==> src/rtl/accum_alu_seq.sv <==
// accum_alu_seq: parametrised accumulator ALU with valid/ready issue and a
// multi-cycle shift-add multiply. `result` is the live accumulator.
// Optional feature macro: ACCUM_ALU_FLAGS_EN adds a registered {carry, zero}
// `flags` output that is written on the same edge as the accumulator.
module accum_alu_seq #(
    parameter int DATA_W = 4
) (
    input  logic                  clk,
    input  logic                  reset,
    input  logic                  in_valid,
    output logic                  in_ready,
    input  logic [2:0]            op,
    input  logic [DATA_W-1:0]     a,
    output logic                  out_valid,
    output logic [2*DATA_W-1:0]   result,
    output logic                  busy
`ifdef ACCUM_ALU_FLAGS_EN
    ,
    output logic [1:0]            flags
`endif
);

    localparam int ACC_W  = 2 * DATA_W;
    localparam int SUM_W  = DATA_W + 1;
    localparam int WIDE_W = ACC_W + 1;
    localparam int CNT_W  = $clog2(DATA_W);
    localparam logic [CNT_W-1:0] CNT_LAST = CNT_W'(DATA_W - 1);

    localparam logic [2:0] OP_MUL = 3'b111;

    typedef enum logic {
        IDLE = 1'b0,
        MUL  = 1'b1
    } state_t;

    state_t              state_q;
    state_t              state_d;
    logic [ACC_W-1:0]    acc_q;
    logic                out_valid_q;

    // Multiply datapath: the multiplicand shifts left and the multiplier
    // shifts right each step, so bit 0 of mplier_q is always "bit[counter]".
    logic [ACC_W-1:0]    mcand_q;
    logic [DATA_W-1:0]   mplier_q;
    logic [ACC_W-1:0]    prod_q;
    logic [CNT_W-1:0]    cnt_q;

    logic                accept;
    logic                mul_last;
    logic [DATA_W-1:0]   acc_l;
    logic [ACC_W-1:0]    alu_res;
    logic                alu_carry;
    logic [ACC_W-1:0]    prod_step;

    assign acc_l     = acc_q[DATA_W-1:0];
    assign in_ready  = (state_q == IDLE);
    assign busy      = ~in_ready;
    assign result    = acc_q;
    assign out_valid = out_valid_q;
    assign prod_step = mplier_q[0] ? (prod_q + mcand_q) : prod_q;

    // Next-state logic: accept only in IDLE, leave MUL after DATA_W steps.
    always_comb begin
        // NOTE: every output of this block gets a default first so no path
        // leaves a signal unassigned, which would otherwise infer a latch.
        state_d  = state_q;
        accept   = 1'b0;
        mul_last = 1'b0;
        case (state_q)
            IDLE: begin
                accept = in_valid;
                if (in_valid && (op == OP_MUL)) begin
                    state_d = MUL;
                end
            end
            MUL: begin
                mul_last = (cnt_q == CNT_LAST);
                if (mul_last) begin
                    state_d = IDLE;
                end
            end
            default: state_d = IDLE;
        endcase
    end

    // Single-cycle ALU result and carry for the opcode being accepted.
    always_comb begin
        alu_res   = '0;
        alu_carry = 1'b0;
        case (op)
            3'b000: alu_res = ACC_W'({1'b0, a} + SUM_W'(1));
            3'b001: alu_res = ACC_W'({1'b0, a} + {1'b0, acc_l});
            3'b010: {alu_carry, alu_res} = {1'b0, acc_q} + WIDE_W'(a);
            3'b011: alu_res = {a | acc_l, a ^ acc_l};
            3'b100: alu_res = ACC_W'(|{a, acc_l});
            3'b101: alu_res = ACC_W'(acc_l) << a;
            3'b110: alu_res = ACC_W'(acc_l) >> a;
            default: alu_res = acc_q;
        endcase
    end

    // State register.
    always_ff @(posedge clk) begin
        // NOTE: sequential state uses non-blocking assignments so every
        // register samples pre-edge values regardless of statement order.
        if (reset) begin
            state_q <= IDLE;
        end else begin
            state_q <= state_d;
        end
    end

    // Accumulator, completion pulse and shift-add multiply datapath.
    always_ff @(posedge clk) begin
        if (reset) begin
            acc_q       <= '0;
            out_valid_q <= 1'b0;
            mcand_q     <= '0;
            mplier_q    <= '0;
            prod_q      <= '0;
            cnt_q       <= '0;
        end else begin
            out_valid_q <= 1'b0;
            if (accept) begin
                if (op == OP_MUL) begin
                    mcand_q  <= ACC_W'(acc_l);
                    mplier_q <= a;
                    prod_q   <= '0;
                    cnt_q    <= '0;
                end else begin
                    acc_q       <= alu_res;
                    out_valid_q <= 1'b1;
                end
            end else if (state_q == MUL) begin
                prod_q   <= prod_step;
                mcand_q  <= mcand_q << 1;
                mplier_q <= mplier_q >> 1;
                cnt_q    <= cnt_q + CNT_W'(1);
                if (mul_last) begin
                    acc_q       <= prod_step;
                    out_valid_q <= 1'b1;
                end
            end
        end
    end

`ifdef ACCUM_ALU_FLAGS_EN
    logic [1:0] flags_q;

    assign flags = flags_q;

    // Flags follow the accumulator write; carry only comes from op 010.
    always_ff @(posedge clk) begin
        if (reset) begin
            flags_q <= 2'b00;
        end else if (accept && (op != OP_MUL)) begin
            flags_q <= {alu_carry, (alu_res == '0)};
        end else if ((state_q == MUL) && mul_last) begin
            flags_q <= {1'b0, (prod_step == '0)};
        end
    end
`endif

endmodule

==> config.mk <==
export PLATFORM = sky130hd
export DESIGN_NAME = accum_alu_seq
export DESIGN_NICKNAME = d
export VERILOG_FILES = /design/src/rtl/accum_alu_seq.sv
export SDC_FILE = /design/constraint.sdc
export NUM_CORES = 1
export LEC_CHECK = 0
export CAP_MARGIN = 25
export CORE_MARGIN = 2
export CORE_UTILIZATION = 29
export DETAILED_ROUTE_END_ITERATION = 12
export HOLD_SLACK_MARGIN = 0.06
export PLACE_DENSITY_LB_ADDON = 0.05
export SLEW_MARGIN = 5
export SYNTH_ARGS = -nofsm -noshare
export SYNTH_HDL_FRONTEND = slang
export SYNTH_SLANG_ARGS = --single-unit
==> constraint.sdc <==
create_clock -name clk -period 7.6 [get_ports clk]
set_input_delay 1.52 -clock clk [delete_from_list [all_inputs] [get_ports clk]]
set_output_delay 1.52 -clock clk [all_outputs]
set_load 0.005 [all_outputs]
==> results.md <==
* Clock period minus worst slack at 4120 ps
* Worst Setup End Kind: flop
* Vias in the first global route at about 2500
* Core Util, Final at 34.2%
* Ports at 21
* Area Growth Syn to Fin at 13.8%
* # DRC at 0
* PortBufs at 20
* Sequential Area at around 640 µm²
* Post-CTS Hold Buffers at 0
* WP buf/inv at 2
* CTS tree: yes
* DRT Pass-1 Iters at 4
* RSZ-0062 raised after global routing: no
* Largest net degree at the start of global routing at 40
* Later-pin clock latency in the skew report at ~280 ps
* Net Count, Synth at around 400
* Fin Setup TNS at 0 ps
* Fin nets at a little over 400
* CTS resizes at 0
* Initial Util at approximately 30%
* Final HPWL DP at 6.35 mm
* Status: complete, no violations
* Worst EP required at 7760 ps
* Max Cap Violations at 0
* Pwr/cell area at 135 mW/mm²
* Vias at between 2000 and 3000
* Antenna viol nets, final at 0
* Synthesized area at roughly 0.0028 mm²
* Core footprint at 0.00928 mm²
* Die W at approximately 100 µm
* Cell family with most CP delay: buffers and inverters
* Ys async rst share at 0%
* Worst slack at placement at 3140 ps
* CP Class: in2reg
* Rows at 35
* Max Buffers Root-to-Sink at 2
* Primary FF master, synth: dfxtp_1
* Mean Syn Cell Area at slightly below 8 µm²
* Post-synthesis sequential area ratio at a little under a quarter
* Ant. Diodes at 0
* Final Hold Vio Count at 0
* Layout cell share with drive strength beyond 1 at under 10%
* Critical path's slowest cell: clkdlybuf4s50_1
* Yosys warns at 0
* Worst Skew at 7.30 ps
* Max Fclk at between 200 and 250 MHz
* Syn Inst Count at 362
* Initial DRC Count at roughly 130
* Htree depth at 2
* Grt total ovfl at 0
* FF-to-FF setup slack at roughly 4700 ps
* Count of flip-flops with a built-in enable after synthesis at 0
* Yosys top cell by area: dfxtp_1
* Worst setup SP type: input port
* Die Height at between 100 and 150 µm
* GRT Util Overall at between 15 and 20%
* Initial antenna violation count at 0
* Synth area leaders: dfxtp_1 23%, ha_1 9.9%, nand2_1 5.4%
* Clock tree root driver cell: clkbuf_8
* CP max FO at 18
* Count leader, synth: nand2_1
* Synthesized flop and latch total at 32
* Library cells used by synthesis at 67
* Area of the multi-input gates at 0.00200 mm²
* Peak VDD IR at between 60 and 70 µV
* Endpoints failing setup at 0
* Post-CTS Setup Bufs at 0
* Worst EP arrival at about 4300 ps
* First-pass GRT wire length at ~14 mm
* Post-synth top area share at between 20% and 30%
* Top cells by count, synth: 40 x nand2_1, 36 x nor2_1, 32 x dfxtp_1
* Wire per inst at ~17 µm
* FILL cells at around 1000
* GP Congestion at 0.849
* Register clock-pin slew on the reported worst setup and hold paths at around 70 ps
* CTS sink cnt at 32
* Vias/cell at roughly 5.3
* Crit-path cells: clkdlybuf4s50_1 > inv_1 > ha_1 > a211oi_1 > o21ai_0 > mux2_2 > a21oi_1 > o221ai_1
* Die area at around 0.010 mm²
* Worst relative slew slack at ~40%
* Pleak at ~1.2 nW
* Max Slew Vio Count at 0
* WL final at ~8.7 mm
* Final worst slack at approximately 3500 ps
* Crit-path max cell delay at between 900 and 1000 ps
* Slew @ Worst Pin at 890 ps
* Tcrit/Tclk final at roughly 54%
* Total CTS buffers at 5
* HP Class: reg2reg
-- cells in the final DEF (no fill, tap or decap), types with 3 or more instances in the layout --
master / n
o31ai_1: 3
mux2_2: 3
inv_1: 16
a311oi_1: 6
clkbuf_8: 6
o221ai_1: 3
ha_1: 22
or3_1: 4
a21oi_1: 27
nor2_1: 36
buf_4: 3
a21o_1: 4
clkdlybuf4s50_1: 20
and2_1: 6
nand2b_1: 8
nor2b_1: 7
nand3_1: 17
a221oi_1: 3
nand2_1: 40
a221o_1: 3
nor3_1: 5
mux2i_1: 7
o311ai_1: 3
o211ai_1: 5
o21ai_0: 16
dfxtp_1: 32
xnor2_1: 3
a211oi_1: 9
fa_1: 3
-- metrics by stage --
stage | instance area (µm²) | power, mW | hold WS (ps) | std cells
final | 3180 | 0.428 | 473 | 501
after global routing | 3180 | 0.456 | 502 | 501
after CTS | 3180 | 0.435 | 475 | 501
after detailed placement | 3090 | 0.293 | 463 | 493
after global placement | 3090 | 0.294 | 460 | 493
after floorplan | 2790 | 0.255 | 448 | 362
-- worst min-delay path: cells and delay by family (launching register included) --
kind               cells  cell delay [ps]
AOI/OAI and AO/OA      1               60
DFF                    1              310
and+or+nand+nor        1               60
-- power by group --
| part | leakage [nW] | switching (mW) | internal, mW | total [mW] |
|---|---|---|---|---|
| Sequential | 0.260 | 0.0131 | 0.174 | 0.187 |
| Clock | 0.0455 | 0.0658 | 0.0740 | 0.140 |
| Combinational | 0.855 | 0.0591 | 0.0426 | 0.102 |
| Total | 1.16 | 0.138 | 0.291 | 0.428 |
-- kinds of logic (layout without fill, tap and decap cells) --
| logic type | after synthesis | after routing | synth area share, % |
|---|---|---|---|
| buffers and inverters | 37 | 47 | 5.29 |
| multiplexers | 11 | 11 | 4.53 |
| AO/OA/AOI/OAI | 111 | 111 | 28.6 |
| XOR/XNOR | 5 | 5 | 1.57 |
| adder cells (fa/ha/maj) | 25 | 25 | 12.0 |
| AND/OR/NAND/NOR | 141 | 141 | 25.1 |
| flip-flops | 32 | 32 | 22.9 |
-- final timing paths --
kind                            cells past startpoint                      to             startpoint
worst min register to register                      2   cnt_q[1]$_SDFFE_PP0P_  cnt_q[1]$_SDFFE_PP0P_
worst min-delay path                                2   cnt_q[1]$_SDFFE_PP0P_  cnt_q[1]$_SDFFE_PP0P_
worst max-delay path                                8  result[7]$_SDFFE_PP0P_                   a[1]
worst max register to register                      5  prod_q[7]$_SDFFE_PP0P_        busy$_SDFF_PP0_
-- state kept, by name (all words and copies together) (netlist names) --
signal,count
cnt_q,2
out_valid,1
mcand_q,8
mplier_q,4
prod_q,8
result,8
busy,1
-- layout make-up --
| cell class | instances | share of cell area (%) |
|---|---|---|
| sequential | 32 | 20.1 |
| inverter | 16 | 1.89 |
| timing repair buffer | 23 | 7.01 |
| multi-input combinational | 293 | 63.0 |
| tap | 129 | 5.08 |
| clock buffer | 8 | 2.83 |
-- routing by layer --
metal / wire, µm / vias up / global-route usage (%) / share of wire (%)
li1: - / 1354 / - / -
met1: 4520 / 1281 / 26.7 / 52
met2: 3920 / 36 / 26.8 / 45
met3: 250 / 4 / 2.46 / 2.9
met4: 48 / 0 / 2.56 / 0.55
met5: 0 / - / 0 / 0
(Power assumes the default switching activity.)
